**src/rtl/k_fetch_sequencer.sv**
```systemverilog
// ---------------------------------------------------------------------------
// k_fetch_sequencer
//
// Streams K_LENGTH 32-bit round constants out of a synchronous-read constant
// SRAM and hands them, one indexed word at a time, to the k-vector builder.
//
// Optional build macro:
//   K_FETCH_PIPELINE_EN  - defined:   a read strobe every cycle, captures overlap
//                                     issues, one word per cycle after a 2-cycle fill
//                          undefined: ISSUE and CAPTURE alternate, one word
//                                     every 2 cycles
//
// Ports:
//   clock                  in   single clock, rising-edge
//   reset_n                in   asynchronous active-low reset
//   start                  in   one-cycle pass request (ignored while busy)
//   clear                  in   synchronous abort to IDLE, overrides start
//   k_sram_read_en         out  SRAM read strobe
//   k_sram_address         out  SRAM word address
//   k_sram_data            in   SRAM read data, valid the cycle after the strobe
//   k_address              out  index of the word on k_data
//   k_data                 out  registered constant word
//   k_valid                out  k_address/k_data are new this cycle
//   address_read_complete  out  all K_LENGTH words delivered, held until start/clear
//   busy                   out  high in every state except IDLE and DONE
//   o_dbg_state            out  current FSM state encoding
//
// Handshake: there is no back-pressure. A strobe on k_sram_read_en is answered
// by the SRAM on the following cycle, and every answered strobe produces
// exactly one single-cycle k_valid pulse one cycle after that.
// ---------------------------------------------------------------------------
module k_fetch_sequencer #(
    parameter int K_LENGTH = 64
) (
    input  logic                        clock,
    input  logic                        reset_n,
    input  logic                        start,
    input  logic                        clear,
    output logic                        k_sram_read_en,
    output logic [$clog2(K_LENGTH)-1:0] k_sram_address,
    input  logic [31:0]                 k_sram_data,
    output logic [$clog2(K_LENGTH)-1:0] k_address,
    output logic [31:0]                 k_data,
    output logic                        k_valid,
    output logic                        address_read_complete,
    output logic                        busy,
    output logic [2:0]                  o_dbg_state
);

    localparam int AW = $clog2(K_LENGTH);
    // One extra counter bit so that a counter can reach K_LENGTH without wrapping.
    localparam int CW = AW + 1;
    localparam logic [CW-1:0] LAST_ADDR = CW'(K_LENGTH - 1);
    localparam logic [CW-1:0] K_COUNT   = CW'(K_LENGTH);

    typedef enum logic [2:0] {
        S_IDLE    = 3'd0,
        S_ISSUE   = 3'd1,
        S_CAPTURE = 3'd2,
        S_DRAIN   = 3'd3,
        S_DONE    = 3'd4
    } state_t;

    state_t          r_state;
    state_t          w_next_state;
    logic [CW-1:0]   r_rd_cnt;
    logic [CW-1:0]   r_cap_cnt;
    logic            r_inflight;     // a strobe was issued last cycle
    logic            r_k_valid;
    logic [AW-1:0]   r_k_address;
    logic [31:0]     r_k_data;
    logic            w_strobe;
    logic            w_begin_pass;
    logic            w_last_valid;

    // The final word is on the outputs once the capture counter has reached K_LENGTH.
    assign w_last_valid = r_k_valid && (r_cap_cnt == K_COUNT);

    always_ff @(posedge clock or negedge reset_n) begin
        if (!reset_n) begin
            r_state <= S_IDLE;
        end else begin
            r_state <= w_next_state;
        end
    end

    always_comb begin
        w_next_state = r_state;
        w_strobe     = 1'b0;
        w_begin_pass = 1'b0;
        if (clear) begin
            w_next_state = S_IDLE;
        end else begin
            case (r_state)
                S_IDLE, S_DONE: begin
                    if (start) begin
                        w_next_state = S_ISSUE;
                        w_begin_pass = 1'b1;
                    end
                end
                S_ISSUE: begin
                    w_strobe = 1'b1;
                    if (r_rd_cnt == LAST_ADDR) begin
                        w_next_state = S_DRAIN;
                    end else begin
`ifdef K_FETCH_PIPELINE_EN
                        w_next_state = S_ISSUE;
`else
                        w_next_state = S_CAPTURE;
`endif
                    end
                end
                S_CAPTURE: w_next_state = S_ISSUE;
                S_DRAIN: begin
                    if (w_last_valid) begin
                        w_next_state = S_DONE;
                    end
                end
                default: w_next_state = S_IDLE;
            endcase
        end
    end

    always_ff @(posedge clock or negedge reset_n) begin
        if (!reset_n) begin
            r_rd_cnt    <= '0;
            r_cap_cnt   <= '0;
            r_inflight  <= 1'b0;
            r_k_valid   <= 1'b0;
            r_k_address <= '0;
            r_k_data    <= '0;
        end else if (clear) begin
            // Abort drops any word still in flight; k_address/k_data keep their value.
            r_rd_cnt   <= '0;
            r_cap_cnt  <= '0;
            r_inflight <= 1'b0;
            r_k_valid  <= 1'b0;
        end else begin
            r_inflight <= w_strobe;
            r_k_valid  <= r_inflight;
            if (w_begin_pass) begin
                r_rd_cnt  <= '0;
                r_cap_cnt <= '0;
            end else begin
                if (w_strobe) begin
                    r_rd_cnt <= r_rd_cnt + 1'b1;
                end
                if (r_inflight) begin
                    r_cap_cnt <= r_cap_cnt + 1'b1;
                end
            end
            // SRAM data is valid in the cycle after the strobe; register it then.
            if (r_inflight) begin
                r_k_data    <= k_sram_data;
                r_k_address <= r_cap_cnt[AW-1:0];
            end
        end
    end

    assign k_sram_read_en        = w_strobe;
    assign k_sram_address        = w_strobe ? r_rd_cnt[AW-1:0] : '0;
    assign k_address             = r_k_address;
    assign k_data                = r_k_data;
    assign k_valid               = r_k_valid;
    assign address_read_complete = (r_state == S_DONE);
    assign busy                  = (r_state != S_IDLE) && (r_state != S_DONE);
    assign o_dbg_state           = r_state;

endmodule

```
**config.mk**
```make
export PLATFORM = sky130hd
export DESIGN_NAME = k_fetch_sequencer
export DESIGN_NICKNAME = d
export VERILOG_FILES = /design/src/rtl/k_fetch_sequencer.sv
export SDC_FILE = /design/constraint.sdc
export NUM_CORES = 1
export LEC_CHECK = 0
export CAP_MARGIN = 40
export CORE_UTILIZATION = 48
export CTS_CLUSTER_DIAMETER = 150
export DETAILED_ROUTE_END_ITERATION = 10
export PLACE_DENSITY = 0.95
export SLEW_MARGIN = 25
export SYNTH_ARGS = -nofsm -noshare
export SYNTH_HDL_FRONTEND = slang
export SYNTH_SLANG_ARGS = --single-unit
```
**constraint.sdc**
```tcl
create_clock -name clock -period 2.3 [get_ports clock]
set_clock_uncertainty 0.1 [all_clocks]
set_input_delay 0.46 -clock clock [delete_from_list [all_inputs] [get_ports clock]]
set_output_delay 0.46 -clock clock [all_outputs]
set_load 0.05 [all_outputs]
```
==> summary.txt, run 1 <==
STA
  – Tcrit/Tclk final: 0.958
  – Final Critical Period: about 2.2 ns
  – Finish-stage setup viols: 0
  – Final Hold Fails: 0
  – Final Max Tran Viols: 0
  – Relative slew slack: 0.650
  – F_max: roughly 450 MHz
  – Unrepaired setup endpoints after global routing: yes
  – Slew @ Worst Pin: about 0.52 ns

Die
  – Initial Util: 0.502
  – Die area: 5300 um2
  – # rows: 25
  – Io pins: between 80 and 90
  – Core Region: between 4000 and 5000 um2
  – Chip height: 72.8 um
  – Die X: approximately 73 um

Clocking
  – CTS buffer count: 9
  – H-tree Lvls: 3
  – CTS Hold Bufs: 0
  – Root buf cell: clkbuf_8
  – Clock Sinks: 57
  – Clock Latency Late Sink: slightly above 0.3 ns
  – Maximum clock insertion buffer count: 2
  – TritonCTS clock tree: yes
  – Worst-path clk slew: about 0.06 ns

Run status
  – Status: finished, final reports clean

Logic synthesis
  – Cells after Synth: approximately 180
  – Seq cells post-synth: 57
  – Top FF cell, synth: dfrtp_1
  – Synth top area share: 0.593
  – Ys Warns: 0
  – Syn_area_per_cell: between 10 and 15 um2
  – Area leader, netlist: dfrtp_1
  – Ys async rst share: 1.00
  – Seq/Total Area, Yosys: 0.593
  – Post-Syn Nets: approximately 220
  – Post-synth EDFFs: 0
  – Synth Cell Area: about 2400 um2
  – Netlist cell types: 35
  – Synth area leaders: dfrtp_1, mux2_2, xor2_1

Pwr
  – PwrDens: around 1000 nW/um2
  – Static leakage: 1.64 nW
  – Peak supply drop: approximately 0.78 mV
  – Final Power: 3.62 mW

Routing
  – Iter 0 DRT Violations: 124
  – Post-Route WL: between 4000 and 5000 um
  – Via count: about 1.7k
  – Pre-Repair DR Iteration Count: 4
  – DRC: 0
  – Routed Antenna Nets: 0
  – Vias per Instance: between 4 and 5
  – Avg WL per Cell: about 14 um

Critical path
  – Crit path required time: approximately 1.7 ns
  – Critical Path Fanout Max: 11
  – R2R Path End: r_rd_cnt[2]
  – FF-to-FF Start: o_dbg_state[0]
  – Flop2flop setup slack: around 0.70 ns
  – WS Path Type: in -> out
  – CP arrival: about 1.6 ns
  – Critical Path End Type: output pin
  – Worst Setup Start Kind: primary input
  – R2R cell count: 5

Flow run
  – Max-cap viol count: 0

Global routing
  – Congestion Overflow GR: 0
  – Initial antenna violation count: 0
  – Largest net degree at the start of global routing: 37
  – Total GRT Usage: 0.202
  – Vias in the first global route: ~1.8k
  – Global-route wire length before repair: 8000 um

Placement
  – RD Place Congestion: 0.770
  – IO buf count: 86
  – Placed insts: approximately 330
  – Placed inst area: around 3500 um2
  – Post-DP HPWL: roughly 3600 um

Min path
  – Hold Crit Class: in -> async

Cells and area
  – Fin nets: about 310
  – Fill count: 320
  – Commonest non-fill, non-tap cell in the layout: clkdlybuf4s50_1
  – Non-Filler Instances: ~350
  – Area Overhead vs Synth: 52.0%
  – Commonest cells after routing, fill and taps aside: clkdlybuf4s50_1, dfrtp_1, mux2_2
  – Fin area: approximately 3700 um2
  – Number of diodes: 0
  – Share of cells above drive strength 1: 0.294
-- per-layer routing --
| metal | GRT usage | up-vias | routed length (um) |
|---|---|---|---|
| met5 | 0 | - | 0 |
| met4 | 0.0654 | 0 | 25 |
| met3 | 0.0815 | 2 | 331 |
| met2 | 0.308 | 70 | 2470 |
| met1 | 0.263 | 839 | 2140 |
| li1 | - | 813 | - |
-- layout make-up --
cell class	count	area (um2)	area share
Clock inverter	2	12.5	0.00342
Tap cell	67	83.8	0.0229
Inverter	4	15.0	0.00411
Clock buffer	13	169	0.0462
Sequential cell	57	1430	0.391
Multi-Input combinational cell	109	937	0.256
Timing Repair Buffer	94	1010	0.276
-- state kept, by name, summed over array words and instances, names as in the netlist --
register     count
k_data          32
r_cap_cnt        7
r_rd_cnt         7
k_address        6
o_dbg_state      3
k_valid          1
r_inflight       1
-- synthesized netlist by cell type, drive strengths merged, types with 2 or more instances --
| cell type | number |
|---|---|
| a21o | 2 |
| a21oi | 2 |
| a221o | 2 |
| and2 | 6 |
| and3 | 3 |
| buf | 5 |
| dfrtp | 57 |
| ha | 3 |
| inv | 4 |
| mux2 | 39 |
| mux2i | 2 |
| nand2 | 6 |
| nand2b | 3 |
| nand4 | 4 |
| nor2 | 11 |
| nor2b | 2 |
| o21ai | 3 |
| or3 | 2 |
| xor2 | 7 |
-- through the flow --
stage / setup WS (ns) / utilization / hold WS (ns) / setup TNS (ns)
floorplan: 0.0244 / - / 0.0644 / 0
global placement: 0.105 / 0.722 / 0.361 / 0
detailed placement: 0.0830 / 0.722 / 0.365 / 0
CTS: 0.00595 / 0.760 / 0.0213 / 0
global route: -0.00794 / 0.764 / 0.0350 / -0.00794
finish: 0.0958 / 0.764 / 0.0218 / 0
-- timing repair --
| item | in CTS | in global routing |
|---|---|---|
| setup endpoints to repair | 0 | 8 |
| setup buffers | 0 | 2 |
| gates resized for setup | 0 | 2 |
-- report_power, final --
group          total, mW  internal (mW)  switching, mW
registers           1.31           1.20          0.111
logic               1.47          0.556          0.916
clock network      0.830          0.472          0.358
total               3.62           2.23           1.38
-- critical path, stage by stage --
cell and delay, ns:
clkdlybuf4s50_1 0.44, nor4b_2 0.22, buf_4 0.21, nand2_1 0.08, inv_1 0.10, buf_12 0.14
-- how the worst max path moves through the flow --
stage                              start                 to  depth (start not counted)  slack [ns]
after floorplan           o_dbg_state[1]  k_sram_address[5]                          4        0.02
after global placement             clear  k_sram_address[5]                          6        0.10
after detailed placement           clear  k_sram_address[5]                          6        0.08
after CTS                 o_dbg_state[1]     o_dbg_state[1]                          1       0.006
after global routing               clear  k_sram_address[5]                          6      -0.008
final                              clear  k_sram_address[5]                          6         0.1
-- cells by family (layout without fill, tap and decap cells) --
logic type | after synthesis | in the layout | share of synthesized area
AO/OA/AOI/OAI | 11 | 11 | 0.0317
XOR/XNOR | 8 | 8 | 0.0291
adder cells (fa/ha/maj) | 3 | 3 | 0.0156
buffers and inverters | 10 | 113 | 0.0229
flip-flops | 57 | 57 | 0.593
multiplexers | 41 | 41 | 0.191
AND/OR/NAND/NOR | 46 | 46 | 0.117
(Power assumes the default switching activity.)
==> run 2: changes to the inputs <==
- SETUP_SLACK_MARGIN: default -> 0.3
==> summary.txt, run 2 (same netlist as run 1, synthesis figures left out) <==
Run status
  – Status: finished, final reports clean

Pwr
  – PwrDens: 1030 nW/um2
  – Static leakage: 1.81 nW
  – Peak supply drop: between 0.8 and 0.9 mV

Routing
  – Pre-Repair DR Iteration Count: 4
  – Post-Route WL: 5280 um
  – Vias per Instance: 5.08
  – Avg WL per Cell: approximately 15 um
  – DRC: 0
  – Iter 0 DRT Violations: 78
  – Routed Antenna Nets: 0
  – Via count: between 1.5k and 2k

Die
  – Die X: 72.8 um
  – # rows: 25
  – Die area: around 5300 um2
  – Io pins: 87
  – Core Region: 4790 um2
  – Chip height: around 73 um
  – Initial Util: 0.502

STA
  – Final Max Tran Viols: 0
  – Tcrit/Tclk final: 0.895
  – Finish-stage setup viols: 0
  – Final setup TNS: 0 ns
  – Final Hold Fails: 0
  – Relative slew slack: 0.650
  – Fin worst setup slack: between 0.2 and 0.25 ns
  – Unrepaired setup endpoints after global routing: yes
  – Slew @ Worst Pin: 0.527 ns
  – F_max: roughly 490 MHz
  – Final Critical Period: slightly above 2 ns

Global routing
  – Gr busiest metal: met2
  – Global-route wire length before repair: ~8600 um
  – GRT met1 Usage: 0.273
  – Initial antenna violation count: 0
  – Met3 GRT Util: 0.109
  – Met2 GRT Util: 0.344
  – Largest net degree at the start of global routing: 40
  – Congestion Overflow GR: 0
  – Total GRT Usage: 0.222
  – Vias in the first global route: ~1.8k

Cells and area
  – Finished Core Util: 0.786
  – Non-Filler Instances: approximately 350
  – Commonest non-fill, non-tap cell in the layout: dfrtp_1
  – Commonest cells after routing, fill and taps aside: dfrtp_1, dlygate4sd2_1, mux2_2
  – Area Overhead vs Synth: 56.4%
  – Fin nets: 320
  – Max FFs per register: 32
  – Share of cells above drive strength 1: 0.325
  – Number of diodes: 0

Clocking
  – H-tree Lvls: 3
  – Worst-path clk slew: ~0.060 ns
  – Clock Latency Late Sink: 0.33 ns
  – Clock Sinks: 57
  – Maximum clock insertion buffer count: 2
  – TritonCTS clock tree: yes
  – Root buf cell: clkbuf_8
  – CTS buffer count: 9

Placement
  – RD Place Congestion: around 0.74
  – Placed insts: 330
  – Post-DP HPWL: approximately 3600 um
  – IO buf count: 86
  – Worst slack, placed: -0.0815 ns

Critical path
  – Critical Path End Type: output pin
  – CP arrival: ~1.5 ns
  – Crit path required time: 1.74 ns
  – Worst Setup Start Kind: flip-flop
  – Critical Path Fanout Max: 8
  – WS Path Type: reg -> out

Flow run
  – Max-cap viol count: 0

Min path
  – Hold Crit Class: reg -> reg
[run 2: cell types whose count changed in the layout (fill, tap and decap cells not counted), sizes merged]
cell           before  now
clkbuf             13   12
clkdlybuf4s50      75   33
dlygate4sd2         0   43
inv                 4    3
clkinvlp            1    2
clkinv              1    0
buf                18   23
dlygate4sd3         0    1
dlymetal6s2s        1    0
bufinv              0    3
[run 2: routing by layer]
metal	routed length (um)	vias up	share of wire
met5	0	-	0
met4	73	0	0.014
met3	418	6	0.079
met2	2580	71	0.49
li1	-	830	-
met1	2200	886	0.42
[run 2: stage by stage]
stage	hold slack (ns)	cell area, um2	total power, mW
5_1_grt	0.427	3760	4.01
3_5_place_dp	0.287	3480	2.82
2_1_floorplan	0.0644	2430	2.25
4_1_cts	0.405	3720	3.89
3_3_place_gp	0.283	3480	2.78
6_report	0.399	3760	3.86
[run 2: final cells by class]
cell class	count	area (um2)
clock inverters	4	97.6
clock buffers	12	165
multi-input cells	109	962
inverters	4	18.8
well taps	67	83.8
flip-flops and latches	57	1430
fillers	320	1020
repair buffers	100	1000
[run 2: what timing repair did]
action,4_1_cts,5_1_grt
pin swaps,1,1
hold buffers,1,0
hold endpoints to repair,13,0
setup endpoints to repair,50,8
buffers inserted,2,4
gates resized for setup,46,11
[run 2: worst paths after layout]
check	from	cells past startpoint	slack [ns]	end
worst min register to register	k_data[4]	1	0.40	k_data[4]
worst max-delay path	o_dbg_state[1]	4	0.24	k_sram_address[2]
max in group asynchronous	reset_n	3	1.06	o_dbg_state[2]
min in group asynchronous	reset_n	2	0.48	k_data[31]
worst min-delay path	k_data[4]	1	0.40	k_data[4]
worst max register to register	o_dbg_state[1]	5	0.54	o_dbg_state[0]
[run 2: where the power goes]
part           total [mW]  internal (mW)  switching (mW)  leakage [nW]
clock                1.20          0.808           0.387         0.129
sequential           1.31           1.20           0.110         0.724
combinational        1.35          0.424           0.926         0.953
[run 2: critical path, stage by stage (launching register included)]
cell     delay (ns)
dfrtp_4        0.49
nor4b_4        0.22
buf_6          0.17
and2_4         0.16
buf_12         0.13
==> run 3: changes to the inputs <==
- CTS_CLUSTER_SIZE: default -> 28
- MAX_ROUTING_LAYER: default -> met4
- SLEW_MARGIN: 25 -> 20
==> summary.txt, run 3 (same netlist as run 1, synthesis figures left out) <==
Cells and area
  – Fin area: roughly 3800 um2
  – Area Overhead vs Synth: 56.4%
  – Fill count: 320
  – Commonest non-fill, non-tap cell in the layout: dfrtp_1
  – Number of diodes: 0
  – Max FFs per register: 32
  – Footprint of the multi-input gates: 962 um2
  – Commonest cells after routing, fill and taps aside: dfrtp_1, dlygate4sd2_1, mux2_2
  – FF/Latch Area: 1430 um2
  – Share of cells above drive strength 1: 0.325
  – Non-Filler Instances: ~350
  – Finished Core Util: 0.786
  – Fin nets: 320

Clocking
  – Clock Sinks: 57
  – Root buf cell: clkbuf_8
  – Maximum clock insertion buffer count: 2
  – Worst-path clk slew: approximately 0.060 ns
  – H-tree Lvls: 3
  – TritonCTS clock tree: yes
  – Clock Latency Late Sink: 0.33 ns
  – CTS buffer count: 9

Critical path
  – CP arrival: about 1.5 ns
  – Max stage delay cell, worst path: dfrtp_4
  – FF-to-FF Start: o_dbg_state[1]
  – Critical Path Fanout Max: 8
  – R2R Path End: o_dbg_state[0]
  – Crit path required time: 1.74 ns
  – WS Path Type: reg -> out
  – Flop2flop setup slack: around 0.53 ns
  – CP cell instances: nor4b_4 > buf_6 > and2_4 > buf_12
  – Critical Path End Type: output pin
  – R2R cell count: 5
  – CP peak stage delay: 0.50 ns
  – Worst Setup Start Kind: flip-flop

Global routing
  – Congestion Overflow GR: 0
  – Global-route wire length before repair: approximately 8600 um
  – Initial antenna violation count: 0
  – Met2 GRT Util: 0.343
  – GRT met1 Usage: 0.281
  – Met3 GRT Util: 0.0967
  – Total GRT Usage: 0.228
  – Vias in the first global route: roughly 1.8k
  – Largest net degree at the start of global routing: 40
  – Gr busiest metal: met2

Placement
  – Worst slack, placed: -0.0815 ns
  – Post-DP HPWL: roughly 3600 um
  – IO buf count: 86
  – RD Place Congestion: roughly 0.75
  – Placed inst area: around 3500 um2
  – Placed insts: 330

Die
  – Die X: between 70 and 80 um
  – Chip height: 72.8 um
  – # rows: 25
  – Core Region: around 4800 um2
  – Die area: approximately 5300 um2
  – Initial Util: 0.502
  – Io pins: a little under 90

STA
  – Final Max Tran Viols: 0
  – Final setup TNS: 0 ns
  – Unrepaired setup endpoints after global routing: yes
  – F_max: ~490 MHz
  – Finish-stage setup viols: 0
  – Relative slew slack: 0.650
  – Worst hold slack: 0.400 ns
  – Fin worst setup slack: between 0.2 and 0.25 ns
  – Tcrit/Tclk final: 0.896
  – Final Hold Fails: 0
  – Slew @ Worst Pin: between 0.5 and 0.6 ns
  – Final Critical Period: roughly 2.1 ns

Routing
  – Avg WL per Cell: between 10 and 15 um
  – Pre-Repair DR Iteration Count: 4
  – Routed Antenna Nets: 0
  – Via count: ~1.8k
  – DRC: 0
  – Iter 0 DRT Violations: 78
  – Post-Route WL: between 5000 and 6000 um
  – Vias per Instance: between 5 and 6

Pwr
  – PwrDens: between 1000 and 1500 nW/um2
  – Static leakage: 1.81 nW
  – Peak supply drop: a little under 0.9 mV
  – Final Power: between 3 and 4 mW

Run status
  – Status: finished, final reports clean

Min path
  – Hold Path Sink: k_data[4]
  – Hold path depth: 1
  – Hold Path Origin: k_data[4]
  – Hold Crit Class: reg -> reg

Flow run
  – Max-cap viol count: 0
run 3: cell counts in the layout (fill, tap and decap cells not counted):
No cell type changed its count.
run 3: report_power, final:
part	leakage, nW	switching, mW	internal, mW
combinational	0.953	0.926	0.424
sequential	0.724	0.110	1.20
clock	0.129	0.387	0.808
run 3: how the worst max path moves through the flow:
| stage | end | from | cells past startpoint | slack [ns] |
|---|---|---|---|---|
| detailed placement | k_sram_address[5] | clear | 5 | -0.08 |
| global placement | k_sram_address[5] | clear | 5 | -0.007 |
| global route | k_sram_address[5] | o_dbg_state[1] | 5 | 0.18 |
| floorplan | k_sram_address[0] | o_dbg_state[2] | 3 | 0.32 |
| finish | k_sram_address[2] | o_dbg_state[1] | 4 | 0.24 |
| CTS | k_sram_address[5] | o_dbg_state[1] | 5 | 0.11 |
run 3: worst max-delay path, delay by kind of cell (launching register included):
| family | cells | cell delay [ns] |
|---|---|---|
| simple gates | 2 | 0.38 |
| flops | 1 | 0.50 |
| buf+inv | 2 | 0.30 |
run 3: routing by layer:
metal  routed length, um  part of all wire
met1                2240              0.43
met2                2610              0.49
met3                 350             0.066
met4                  70             0.013
met5                   0                 0
run 3: area by class of cell:
cell class | count | share of cell area
Tap cell | 67 | 0.0223
Multi-Input combinational cell | 109 | 0.256
Timing Repair Buffer | 100 | 0.266
Sequential cell | 57 | 0.381
Clock buffer | 12 | 0.0439
Clock inverter | 4 | 0.0259
Inverter | 4 | 0.00499
run 3: timing repair:
action                                  CTS  global route
pin swaps                                 1             1
hold buffers                              1             0
buffers inserted                          2             4
gates resized for setup                  46            11
hold endpoints to repair                 13             0
endpoints found under the setup margin   50             8
